## config.mk

```make
export PLATFORM = sky130hd
export DESIGN_NAME = weight_update_scheduler_flat
export DESIGN_NICKNAME = d
export VERILOG_FILES = /design/src/rtl/weight_update_scheduler_pkg.sv /design/src/rtl/weight_update_scheduler_if.sv /design/src/rtl/weight_update_scheduler_index_counter.sv /design/src/rtl/weight_update_scheduler.sv /design/src/flat_wrapper.sv
export SDC_FILE = /design/constraint.sdc
export NUM_CORES = 1
export LEC_CHECK = 0
export ABC_AREA = 1
export CAP_MARGIN = 20
export CORE_MARGIN = 5
export CORE_UTILIZATION = 39
export DETAILED_ROUTE_END_ITERATION = 8
export PLACE_DENSITY = 0.78
export SETUP_SLACK_MARGIN = 0.05
export SYNTH_ARGS = -nofsm -noshare
export SYNTH_HDL_FRONTEND = slang
export SYNTH_HIERARCHICAL = 1
export SYNTH_SLANG_ARGS = --single-unit
```

## constraint.sdc

```tcl
create_clock -name clk -period 1.35 [get_ports clk]
set_input_delay 0.3375 -clock clk [delete_from_list [all_inputs] [get_ports clk]]
set_output_delay 0.3375 -clock clk [all_outputs]
set_load 0.005 [all_outputs]
```

## src/rtl/weight_update_scheduler_pkg.sv

```systemverilog
// Shared definitions for the weight update scheduler.
//   - FSM state encoding (IDLE / ISSUE / DRAIN)
//   - default float word width and the 1.0 bias data point
//   - helper for sizing counters that must be at least one bit wide
package weight_update_scheduler_pkg;

    localparam int          DATA_WIDTH_DEF = 32;
    localparam logic [31:0] ONE_DEF        = 32'h3F80_0000;

    typedef logic [1:0] sched_state_t;

    localparam logic [1:0] ST_IDLE  = 2'd0;
    localparam logic [1:0] ST_ISSUE = 2'd1;
    localparam logic [1:0] ST_DRAIN = 2'd2;

    // Width needed to hold 0..v-1, never less than one bit.
    function automatic int clog2_min1(input int v);
        return (v <= 2) ? 1 : $clog2(v);
    endfunction

endpackage

```

## src/rtl/weight_update_scheduler_if.sv

```systemverilog
// Handshake bus between the scheduler and the weight-update point datapath.
//   o_upd_valid / o_old_weight / o_data_point / o_delta : issue to datapath
//   i_upd_valid / i_new_weight                         : in-order result back
// master = scheduler side, slave = datapath side.
interface weight_update_scheduler_if
    import weight_update_scheduler_pkg::*;
#(
    parameter int DATA_WIDTH = DATA_WIDTH_DEF
);
    logic                  o_upd_valid;
    logic [DATA_WIDTH-1:0] o_old_weight;
    logic [DATA_WIDTH-1:0] o_data_point;
    logic [DATA_WIDTH-1:0] o_delta;
    logic                  i_upd_valid;
    logic [DATA_WIDTH-1:0] i_new_weight;

    modport master (
        output o_upd_valid, o_old_weight, o_data_point, o_delta,
        input  i_upd_valid, i_new_weight
    );

    modport slave (
        input  o_upd_valid, o_old_weight, o_data_point, o_delta,
        output i_upd_valid, i_new_weight
    );
endinterface

```

## src/rtl/weight_update_scheduler_index_counter.sv

```systemverilog
// weight_index_counter: nested j (input) / n (neuron) counters plus the flat
// weight index k = n*(NUM_INPUTS+1)+j.
//   clk, rst  : clock, synchronous active-high reset
//   adv_i     : step to the next weight slot
//   j_o, n_o  : current input / neuron index
//   k_o       : current flat weight index
//   last_o    : current slot is the final weight of the layer
//   bias_o    : current slot is a bias weight (j == NUM_INPUTS)
module weight_index_counter
    import weight_update_scheduler_pkg::*;
#(
    parameter int NUM_INPUTS   = 4,
    parameter int NUM_NEURONS  = 4,
    parameter int W_ADDR_WIDTH = 5,
    parameter int JW           = 3,
    parameter int NW           = 2
) (
    input  logic                    clk,
    input  logic                    rst,
    input  logic                    adv_i,
    output logic [JW-1:0]           j_o,
    output logic [NW-1:0]           n_o,
    output logic [W_ADDR_WIDTH-1:0] k_o,
    output logic                    last_o,
    output logic                    bias_o
);
    localparam int TOTAL = NUM_NEURONS * (NUM_INPUTS + 1);

    logic [JW-1:0]           j_q;
    logic [NW-1:0]           n_q;
    logic [W_ADDR_WIDTH-1:0] k_q;

    assign last_o = (k_q == W_ADDR_WIDTH'(TOTAL - 1));
    assign bias_o = (j_q == JW'(NUM_INPUTS));
    assign j_o    = j_q;
    assign n_o    = n_q;
    assign k_o    = k_q;

    always_ff @(posedge clk) begin
        if (rst) begin
            j_q <= '0;
            n_q <= '0;
            k_q <= '0;
        end else if (adv_i) begin
            // Wrapping everything after the last slot leaves the counter
            // ready for the next layer update without an explicit clear.
            if (last_o) begin
                j_q <= '0;
                n_q <= '0;
                k_q <= '0;
            end else if (bias_o) begin
                j_q <= '0;
                n_q <= n_q + 1'b1;
                k_q <= k_q + 1'b1;
            end else begin
                j_q <= j_q + 1'b1;
                k_q <= k_q + 1'b1;
            end
        end
    end
endmodule

```

## src/rtl/weight_update_scheduler.sv

```systemverilog
// weight_update_scheduler: walks every weight of one layer, reads old weight,
// data point and delta from the layer RAMs, issues one update per slot to the
// weight-update datapath and writes the in-order results back to weight RAM.
//   clk, rst                    : clock, synchronous active-high reset
//   i_start                     : begin layer update (ignored while busy)
//   o_busy / o_done             : busy level / one-cycle completion pulse
//   o_rd_en, o_*_rd_addr        : read strobe and addresses to w/x/d RAMs
//   i_*_rd_data                 : RAM data, valid the cycle after o_rd_en
//   dp (master)                 : issue/result bus to the datapath
//   o_wr_en/o_wr_addr/o_wr_data : weight RAM writeback
module weight_update_scheduler
    import weight_update_scheduler_pkg::*;
#(
    parameter int                    DATA_WIDTH     = DATA_WIDTH_DEF,
    parameter int                    NUM_INPUTS     = 4,
    parameter int                    NUM_NEURONS    = 4,
    parameter int                    W_ADDR_WIDTH   = 5,
    parameter int                    X_ADDR_WIDTH   = 3,
    parameter int                    D_ADDR_WIDTH   = 3,
    parameter int                    ISSUE_INTERVAL = 1,
    parameter logic [DATA_WIDTH-1:0] ONE            = DATA_WIDTH'(ONE_DEF)
) (
    input  logic                    clk,
    input  logic                    rst,
    input  logic                    i_start,
    output logic                    o_busy,
    output logic                    o_done,
    output logic                    o_rd_en,
    output logic [W_ADDR_WIDTH-1:0] o_w_rd_addr,
    output logic [X_ADDR_WIDTH-1:0] o_x_rd_addr,
    output logic [D_ADDR_WIDTH-1:0] o_d_rd_addr,
    input  logic [DATA_WIDTH-1:0]   i_w_rd_data,
    input  logic [DATA_WIDTH-1:0]   i_x_rd_data,
    input  logic [DATA_WIDTH-1:0]   i_d_rd_data,
    weight_update_scheduler_if.master dp,
    output logic                    o_wr_en,
    output logic [W_ADDR_WIDTH-1:0] o_wr_addr,
    output logic [DATA_WIDTH-1:0]   o_wr_data
);
    localparam int TOTAL = NUM_NEURONS * (NUM_INPUTS + 1);
    localparam int JW    = clog2_min1(NUM_INPUTS + 1);
    localparam int NW    = clog2_min1(NUM_NEURONS);
    localparam int GW    = clog2_min1(ISSUE_INTERVAL);
    // One extra bit so the writeback count can reach TOTAL itself.
    localparam int CW    = W_ADDR_WIDTH + 1;

    localparam logic [CW-1:0] TOTAL_C    = CW'(TOTAL);
    localparam logic [GW-1:0] GAP_RELOAD = GW'(ISSUE_INTERVAL - 1);

    sched_state_t state_q, state_d;
    logic         issue_fire;
    logic         wb_accept;
    logic         wb_finish;

    logic [JW-1:0]           j_idx;
    logic [NW-1:0]           n_idx;
    logic [W_ADDR_WIDTH-1:0] k_idx;
    logic                    k_last;
    logic                    k_bias;

    logic [GW-1:0]           gap_q;
    logic                    rd_en_q;
    logic [W_ADDR_WIDTH-1:0] w_addr_q;
    logic [X_ADDR_WIDTH-1:0] x_addr_q;
    logic [D_ADDR_WIDTH-1:0] d_addr_q;
    logic                    rd_bias_q;

    logic                    upd_valid_q;
    logic                    upd_bias_q;
    logic [DATA_WIDTH-1:0]   old_hold_q;
    logic [DATA_WIDTH-1:0]   dpt_hold_q;
    logic [DATA_WIDTH-1:0]   dlt_hold_q;
    logic [DATA_WIDTH-1:0]   dpt_live;

    logic                    wr_en_q;
    logic [W_ADDR_WIDTH-1:0] wr_addr_q;
    logic [DATA_WIDTH-1:0]   wr_data_q;
    logic [CW-1:0]           wr_cnt_q;
    logic                    done_q;

    weight_index_counter #(
        .NUM_INPUTS  (NUM_INPUTS),
        .NUM_NEURONS (NUM_NEURONS),
        .W_ADDR_WIDTH(W_ADDR_WIDTH),
        .JW          (JW),
        .NW          (NW)
    ) u_idx (
        .clk   (clk),
        .rst   (rst),
        .adv_i (issue_fire),
        .j_o   (j_idx),
        .n_o   (n_idx),
        .k_o   (k_idx),
        .last_o(k_last),
        .bias_o(k_bias)
    );

    // Results only count while a layer update is in progress; stray or
    // post-reset datapath results arriving in IDLE are dropped.
    assign wb_accept = dp.i_upd_valid && (state_q != ST_IDLE);

    always_comb begin
        state_d    = state_q;
        issue_fire = 1'b0;
        wb_finish  = 1'b0;
        case (state_q)
            ST_IDLE: begin
                if (i_start) begin
                    issue_fire = 1'b1;
                    state_d    = k_last ? ST_DRAIN : ST_ISSUE;
                end
            end
            ST_ISSUE: begin
                if (gap_q == '0) begin
                    issue_fire = 1'b1;
                    if (k_last) begin
                        state_d = ST_DRAIN;
                    end
                end
            end
            ST_DRAIN: begin
                if (wr_cnt_q == TOTAL_C) begin
                    wb_finish = 1'b1;
                    state_d   = ST_IDLE;
                end
            end
            default: state_d = ST_IDLE;
        endcase
    end

    always_ff @(posedge clk) begin
        if (rst) begin
            state_q     <= ST_IDLE;
            gap_q       <= '0;
            rd_en_q     <= 1'b0;
            w_addr_q    <= '0;
            x_addr_q    <= '0;
            d_addr_q    <= '0;
            rd_bias_q   <= 1'b0;
            upd_valid_q <= 1'b0;
            upd_bias_q  <= 1'b0;
            old_hold_q  <= '0;
            dpt_hold_q  <= '0;
            dlt_hold_q  <= '0;
            wr_en_q     <= 1'b0;
            wr_addr_q   <= '0;
            wr_data_q   <= '0;
            wr_cnt_q    <= '0;
            done_q      <= 1'b0;
        end else begin
            state_q <= state_d;

            // Read request stage: one RAM read per issue slot, spaced by
            // ISSUE_INTERVAL cycles via the gap counter.
            rd_en_q <= issue_fire;
            if (issue_fire) begin
                gap_q     <= GAP_RELOAD;
                w_addr_q  <= k_idx;
                x_addr_q  <= X_ADDR_WIDTH'(j_idx);
                d_addr_q  <= D_ADDR_WIDTH'(n_idx);
                rd_bias_q <= k_bias;
            end else if (gap_q != '0) begin
                gap_q <= gap_q - 1'b1;
            end

            // Issue stage: RAM data lands with upd_valid; capture it so the
            // datapath fields hold their last value between issues.
            upd_valid_q <= rd_en_q;
            upd_bias_q  <= rd_bias_q;
            if (upd_valid_q) begin
                old_hold_q <= i_w_rd_data;
                dpt_hold_q <= dpt_live;
                dlt_hold_q <= i_d_rd_data;
            end

            // Writeback stage: results return in issue order, so the write
            // address is simply the count of results accepted so far.
            wr_en_q <= wb_accept;
            if (wb_accept) begin
                wr_addr_q <= wr_cnt_q[W_ADDR_WIDTH-1:0];
                wr_data_q <= dp.i_new_weight;
            end
            if (wb_finish) begin
                wr_cnt_q <= '0;
            end else if (wb_accept) begin
                wr_cnt_q <= wr_cnt_q + 1'b1;
            end
            done_q <= wb_finish;
        end
    end

    // Bias slots always multiply by 1.0; the x RAM word read for them is unused.
    assign dpt_live = upd_bias_q ? ONE : i_x_rd_data;

    assign o_busy      = (state_q != ST_IDLE);
    assign o_done      = done_q;
    assign o_rd_en     = rd_en_q;
    assign o_w_rd_addr = w_addr_q;
    assign o_x_rd_addr = x_addr_q;
    assign o_d_rd_addr = d_addr_q;

    assign dp.o_upd_valid  = upd_valid_q;
    assign dp.o_old_weight = upd_valid_q ? i_w_rd_data : old_hold_q;
    assign dp.o_data_point = upd_valid_q ? dpt_live    : dpt_hold_q;
    assign dp.o_delta      = upd_valid_q ? i_d_rd_data : dlt_hold_q;

    assign o_wr_en   = wr_en_q;
    assign o_wr_addr = wr_addr_q;
    assign o_wr_data = wr_data_q;
endmodule

```

## src/flat_wrapper.sv

```systemverilog
// flat-port wrapper written by rule: the top's interface ports become plain ports
module weight_update_scheduler_flat import weight_update_scheduler_pkg::*;
#(
    parameter int                    DATA_WIDTH     = DATA_WIDTH_DEF,
    parameter int                    NUM_INPUTS     = 4,
    parameter int                    NUM_NEURONS    = 4,
    parameter int                    W_ADDR_WIDTH   = 5,
    parameter int                    X_ADDR_WIDTH   = 3,
    parameter int                    D_ADDR_WIDTH   = 3,
    parameter int                    ISSUE_INTERVAL = 1,
    parameter logic [DATA_WIDTH-1:0] ONE            = DATA_WIDTH'(ONE_DEF)
)
  (clk, rst, i_start, o_busy, o_done, o_rd_en, o_w_rd_addr, o_x_rd_addr, o_d_rd_addr, i_w_rd_data, i_x_rd_data, i_d_rd_data, o_wr_en, o_wr_addr, o_wr_data, dp_o_upd_valid, dp_o_old_weight, dp_o_data_point, dp_o_delta, dp_i_upd_valid, dp_i_new_weight);
  weight_update_scheduler_if #(.DATA_WIDTH(DATA_WIDTH)) dp_i ();
  input  logic clk;
  input  logic rst;
  input  logic i_start;
  output logic o_busy;
  output logic o_done;
  output logic o_rd_en;
  output logic [W_ADDR_WIDTH-1:0] o_w_rd_addr;
  output logic [X_ADDR_WIDTH-1:0] o_x_rd_addr;
  output logic [D_ADDR_WIDTH-1:0] o_d_rd_addr;
  input  logic [DATA_WIDTH-1:0] i_w_rd_data;
  input  logic [DATA_WIDTH-1:0] i_x_rd_data;
  input  logic [DATA_WIDTH-1:0] i_d_rd_data;
  output logic o_wr_en;
  output logic [W_ADDR_WIDTH-1:0] o_wr_addr;
  output logic [DATA_WIDTH-1:0] o_wr_data;
  output wire logic [$bits(dp_i.o_upd_valid)-1:0] dp_o_upd_valid;
  output wire logic [$bits(dp_i.o_old_weight)-1:0] dp_o_old_weight;
  output wire logic [$bits(dp_i.o_data_point)-1:0] dp_o_data_point;
  output wire logic [$bits(dp_i.o_delta)-1:0] dp_o_delta;
  input wire logic [$bits(dp_i.i_upd_valid)-1:0] dp_i_upd_valid;
  input wire logic [$bits(dp_i.i_new_weight)-1:0] dp_i_new_weight;
  assign dp_o_upd_valid = dp_i.o_upd_valid;
  assign dp_o_old_weight = dp_i.o_old_weight;
  assign dp_o_data_point = dp_i.o_data_point;
  assign dp_o_delta = dp_i.o_delta;
  assign dp_i.i_upd_valid = dp_i_upd_valid;
  assign dp_i.i_new_weight = dp_i_new_weight;
  weight_update_scheduler #(.DATA_WIDTH(DATA_WIDTH), .NUM_INPUTS(NUM_INPUTS), .NUM_NEURONS(NUM_NEURONS), .W_ADDR_WIDTH(W_ADDR_WIDTH), .X_ADDR_WIDTH(X_ADDR_WIDTH), .D_ADDR_WIDTH(D_ADDR_WIDTH), .ISSUE_INTERVAL(ISSUE_INTERVAL), .ONE(ONE)) u_core (.clk(clk), .rst(rst), .i_start(i_start), .o_busy(o_busy), .o_done(o_done), .o_rd_en(o_rd_en), .o_w_rd_addr(o_w_rd_addr), .o_x_rd_addr(o_x_rd_addr), .o_d_rd_addr(o_d_rd_addr), .i_w_rd_data(i_w_rd_data), .i_x_rd_data(i_x_rd_data), .i_d_rd_data(i_d_rd_data), .dp(dp_i), .o_wr_en(o_wr_en), .o_wr_addr(o_wr_addr), .o_wr_data(o_wr_data));
endmodule
```

; ---- After elaboration in Yosys (flattened, before gate mapping)
; Cells that the tools add are included.
[totals]
in_bits = 132
elab_cells = 63
output_inout_bits = 149
register_bits = 168
[op_classes]
n_reduce_logical = 8
add_sub_neg = 5
n_bitwise = 1
n_mux = 20
eq_ne = 9
[op_table]
columns = operator, n
row1 = two-way mux 32 bit, 4
row2 = two-way mux 2 bit, 7
row3 = adder 6 x 1 -> 6 bit (second input constant), 1
row4 = equality test 6 x 5 -> 1 bit (second input constant), 1
row5 = two-way mux 3 bit, 2
row6 = case mux 2 bit (3 select lines), 1
row7 = adder 5 x 1 -> 5 bit (second input constant), 1
row8 = equality test 5 bit (second input constant), 1
row9 = two-way mux 5 bit, 1
row10 = two-way mux 1 bit, 4
row11 = inequality test 2 x 1 -> 1 bit (second input constant), 2
row12 = inequality test 2 bit (second input constant), 2
row13 = AND reduction 4 bit, 1
row14 = nonzero test 2 bit, 2
row15 = adder 3 x 1 -> 3 bit (second input constant), 1
row16 = equality test 3 bit (second input constant), 1
row17 = OR reduction 3 bit, 1
row18 = adder 2 x 1 -> 2 bit (second input constant), 1
row19 = equality test 2 x 1 -> 1 bit (second input constant), 1
row20 = equality test 2 bit (second input constant), 1
row21 = zero test 2 bit, 1
row22 = case mux 1 bit (2 select lines), 1
row23 = AND reduction 2 bit, 1
row24 = OR reduction 2 bit, 1
row25 = other kinds (3), 3

; ---- Depth between registers and ports, before layout
[depth]
depth_word = 4
mapped_depth = 10
ltp_nobuf = 9

; ---- Hierarchy
; Netlist, hierarchy kept.
[by_module_without_submodules]
columns = module, seq_area_each_um2, area_per_inst_um2, n_inst, cells_each
row1 = weight_update_scheduler, 3163.0, 6239.7, 1, 816
row2 = weight_index_counter, 200.2, 530.5, 1, 68

; ---- Worst setup path after synthesis
; Ideal clock, no wire load.
[synth_timing]
path_kind = register to register
startpoint = register u_core.u_idx.k_q[0] (netlist: u_core/u_idx/k_o[0])
endpoint = register u_core.state_q[1]
required_ns = 1.280
path_slack_ns = -0.012
stages_incl_launch_ff = 10
synth_period_minus_slack_ns = 1.362
path_buffers = 0
setup_time_ns = 0.070
arrival_time_ns = 1.292
path_cell_list = dfxtp_1 > ha_1 > nand2_1 > inv_1 > nand2_4 > inv_1 > inv_1 > o21ai_0 > o211ai_1 > a21oi_1
[synth_via]
elab_chain_len = 4
elab_cells_between_ends = 6
cone_classes = 2 x eq/ne / 3 x mux / 1 x reduce/logical
[synth_rtl]
columns = element, line
row1 = start: declaration, weight_update_scheduler_index_counter.sv:31  ; logic [W_ADDR_WIDTH-1:0] k_q;
row2 = start signal: assignment, weight_update_scheduler_index_counter.sv:54  ; k_q <= k_q + 1'b1;
row3 = start signal: assignment, weight_update_scheduler_index_counter.sv:57  ; k_q <= k_q + 1'b1;
row4 = equality test 5 bit *, weight_update_scheduler_index_counter.sv:33  ; assign last_o = (k_q == W_ADDR_WIDTH'(TOTAL - 1));
row5 = net u_core.k_last, weight_update_scheduler.sv:58  ; logic k_last;
row6 = two-way mux 2 bit, weight_update_scheduler.sv:110  ; state_d = k_last ? ST_DRAIN : ST_ISSUE;
row7 = two-way mux 2 bit, weight_update_scheduler.sv:108  ; if (i_start) begin
row8 = case mux 2 bit (3 select lines), weight_update_scheduler.sv:106  ; case (state_q)
row9 = end signal: assignment, weight_update_scheduler.sv:151  ; state_q <= state_d;
row10 = end: declaration, weight_update_scheduler.sv:50  ; sched_state_t state_q, state_d;
; Mark *: on every way through the listed nets, which the timed path passes. The rest lies on a longest branch. The select of a mux whose other input is x is not followed.
; A chain may end at the register's enable or synchronous reset.

; ---- Worst setup path in the final report
[layout_timing]
startpoint = register u_core.upd_valid_q (netlist: u_core/dp.o_upd_valid)
endpoint = output dp_o_data_point[20]
[layout_via]
elab_chain_len = 1
[layout_rtl]
columns = element, line
row1 = start: declaration, weight_update_scheduler.sv:68  ; logic upd_valid_q;
row2 = start signal: assignment, weight_update_scheduler.sv:168  ; upd_valid_q <= rd_en_q;
row3 = two-way mux 32 bit, weight_update_scheduler.sv:204  ; assign dp.o_data_point = upd_valid_q ? dpt_live : dpt_hold_q;
row4 = end: declaration, flat_wrapper.sv:32  ; output wire logic [$bits(dp_i.o_data_point)-1:0] dp_o_data_point;
; No other way between the ends.

==> impl_results.md <==
- Status: finished with violations
- Failing checks: setup timing
- FF+latch count, synth: 168
- Seq/Total Area, Yosys: 0.497
- Root Buffer Master: clkbuf_16
- FF+latch area: 3430 sq um
- Area of the multi-input gates: 3790 sq um
- Largest net degree at the start of global routing: 64
- Die Wd: 142 um
- Post-route setup slack: -0.757 ns
- RR Startpoint: u_core/dp.o_upd_valid
- Die H: 142 um
- Tcrit/Tclk final: 1.56
- GP Congestion: 0.815
- Synth-to-Final Area Change: 100%
- Min-delay worst type: in -> reg
- Total GRT Usage: 0.264
- Cell Area, Synth: 6770 sq um
- Final wirelength: 34800 um
- Detail Placement HPWL: 15000 um
- Critical path class: reg -> out
- HP Start: rst
- Core area: 17200 sq um
- Row cnt: 48
- Placed Area: 10700 sq um
- Hold Worst Slack: 0.309 ns
- Worst vdd ir: 0.856 mV
- Initial antenna violation count: 3
- Final #Nets: 1519
- Routed Antenna Nets: 0
- Ys Warns: 6
- H-tree depth: 4
- Worst-case clock buffer depth: 2
- Gr ovfl total: 0
- Number of max-cap violations: 0
- Worst Reg-to-Reg Cells: 12
- Final instance area: 13600 sq um
- Num CTS Buffers: 17
- Yosys cell types: 33
- Critical-path maximum fanout: 9
- Critical path launch point type: register
- Routed len/inst: 21.4 um
- Vias: 8608
- RR Endpoint: u_core/old_hold_q[13]
- CTS sink cnt: 168
- Vias/cell: 5.31
- Worst hold path depth: 3
- Mean post-synth cell area: 7.66 sq um
- Die area: 20100 sq um
- Fillcell total: 957
- First-pass DRT Iterations: 7
- First-pass GRT wire length: 42100 um
- IO buf count: 279
- RSZ-0062 raised after global routing: true
- Initial DRC Count: 693
- Pwr Density: 1030 nW/um^2
- Initial Util: 0.394
- Worst Hold End: u_core/state_q[0]
- Req. time, crit path: 1.01 ns
- Maximum clock rate: 0.475 GHz
- Mapped Cells: 884
- Layout cells sized above 1: 0.518
- Design Power: 14.0 mW
- CTS tree: built
- # IOs: 281
- Final hold vios: 0
- Later-pin clock latency in the skew report: 0.42 ns
- Layout Skew: 0.00830 ns
- CP Capture Type: primary output
- Slew Limit Fails: 0
- Leakage power: 6.21 nW
- Final setup viols: 139
- CP arrival: 1.77 ns
- Clock period minus worst slack: 2.11 ns
- R2r setup slk: -0.56 ns
- Clock Pin Slew Worst Setup and Hold Paths: 0.06 ns
- Number of global-route vias before repair: 8043
- DRC viols: 0
logic make-up after synthesis:
family / synth area share
xor gates and xnor gates: 0.00517
DFF: 0.497
AOI/OAI and AO/OA: 0.158
and+or+nand+nor: 0.227
buffers and inverters: 0.103
other: 0.000554
adders and majority gates: 0.00924
flip-flops by register name, indices dropped and copies added (netlist names), 2 cells and up:
signal,flops
u_core/u_idx/k_o,5
u_core/dpt_hold_q,32
u_core/u_idx/n_o,2
u_core/old_hold_q,32
u_core/wr_cnt_q,6
u_core/o_d_rd_addr,2
u_core/o_wr_addr,5
u_core/o_wr_data,32
u_core/o_x_rd_addr,3
u_core/o_w_rd_addr,5
u_core/state_q,2
u_core/dlt_hold_q,32
u_core/u_idx/j_o,3
report_power, final:
group,leakage [nW],total (mW),internal (mW),switching [mW]
clock network,0.236,4.43,2.39,2.04
registers,1.39,5.55,5.32,0.222
logic,4.59,4.00,2.15,1.85
per-stage QoR:
| step | util | setup WS (ns) | setup TNS [ns] | cells |
|---|---|---|---|---|
| after floorplan | - | 0.0507 | 0 | 885 |
| after global placement | 0.623 | -0.541 | -52.99 | 1472 |
| after detailed placement | 0.623 | -0.542 | -55.06 | 1472 |
| after CTS | 0.726 | -0.695 | -57.65 | 1588 |
| after global routing | 0.789 | -0.819 | -69.69 | 1620 |
| final | 0.789 | -0.757 | -61.58 | 1621 |
placed cells by master (no fill, tap or decap), types with 11 or more instances in the layout:
cell type        instances
a21oi_1                 48
a21oi_2                 32
buf_12                  24
buf_2                   84
buf_4                  145
buf_6                   80
clkbuf_16               21
clkdlybuf4s15_2         21
clkdlybuf4s50_1        130
dfxtp_1                116
dfxtp_2                 50
inv_1                   90
inv_2                   11
nand2_1                 96
nand2_2                 76
nand2_4                 53
nor2_1                  88
nor2_2                  23
nor2_4                  22
o21ai_0                 42
o22ai_4                 16
repair_timing:
action / in CTS / in global routing
hold endpoints to repair: 0 / 0
gates cloned: 9 / 5
setup endpoints to repair: 167 / 226
hold buffers: 0 / 0
setup buffers: 79 / 35
pin swaps: 39 / 60
resized for setup: 763 / 274
critical path, cell delays in order (launching register included):
cell	delay, ns
dfxtp_4	0.41
clkinv_8	0.11
nor2_4	0.14
inv_4	0.06
buf_4	0.20
o22ai_2	0.18
clkdlybuf4s15_2	0.26
metal layers:
metal	track usage	up-vias	part of all wire
met5	0	-	0.00095
met4	0.137	4	0.073
met3	0.0715	237	0.11
met2	0.473	647	0.48
met1	0.283	3953	0.34
li1	-	3767	-
area by class of cell:
cell class                 instances  area share
timing repair buffer             529       0.377
multi-input combinational        561       0.279
sequential                       168       0.253
clock buffer                      24      0.0341
inverter                         105      0.0316
tap                              225      0.0208
clock inverter                     7     0.00360
antenna                            2    0.000369
synthesized netlist by cell type (all sizes together):
master / instances / area share
and3: 1 / 0.00092
ha: 5 / 0.0092
o22a: 7 / 0.0091
a21oi: 80 / 0.060
nand4: 5 / 0.0046
xor2: 4 / 0.0052
o22ai: 25 / 0.046
conb: 1 / 0.00055
and2: 7 / 0.0065
or2: 1 / 0.00092
o21ai: 54 / 0.040
o21bai: 1 / 0.0011
nor3: 1 / 0.0015
clkbuf: 9 / 0.0050
nand3: 8 / 0.0067
nand2: 226 / 0.13
o211ai: 1 / 0.0011
dfxtp: 168 / 0.50
buf: 42 / 0.040
nor2: 133 / 0.078
inv: 105 / 0.058
how the worst max path moves through the flow:
stage,from,to,slack (ns),cells past startpoint
after CTS,u_core/dp.o_upd_valid,dp_o_data_point[11],-0.69,7
after detailed placement,i_x_rd_data[1],dp_o_data_point[1],-0.54,4
after global placement,i_x_rd_data[1],dp_o_data_point[1],-0.54,4
after global routing,u_core/dp.o_upd_valid,dp_o_data_point[20],-0.82,6
final,u_core/dp.o_upd_valid,dp_o_data_point[20],-0.76,6
after floorplan,u_core/state_q[0],u_core/u_idx/k_o[3],0.05,8
Power figures use the tool's default switching activity.
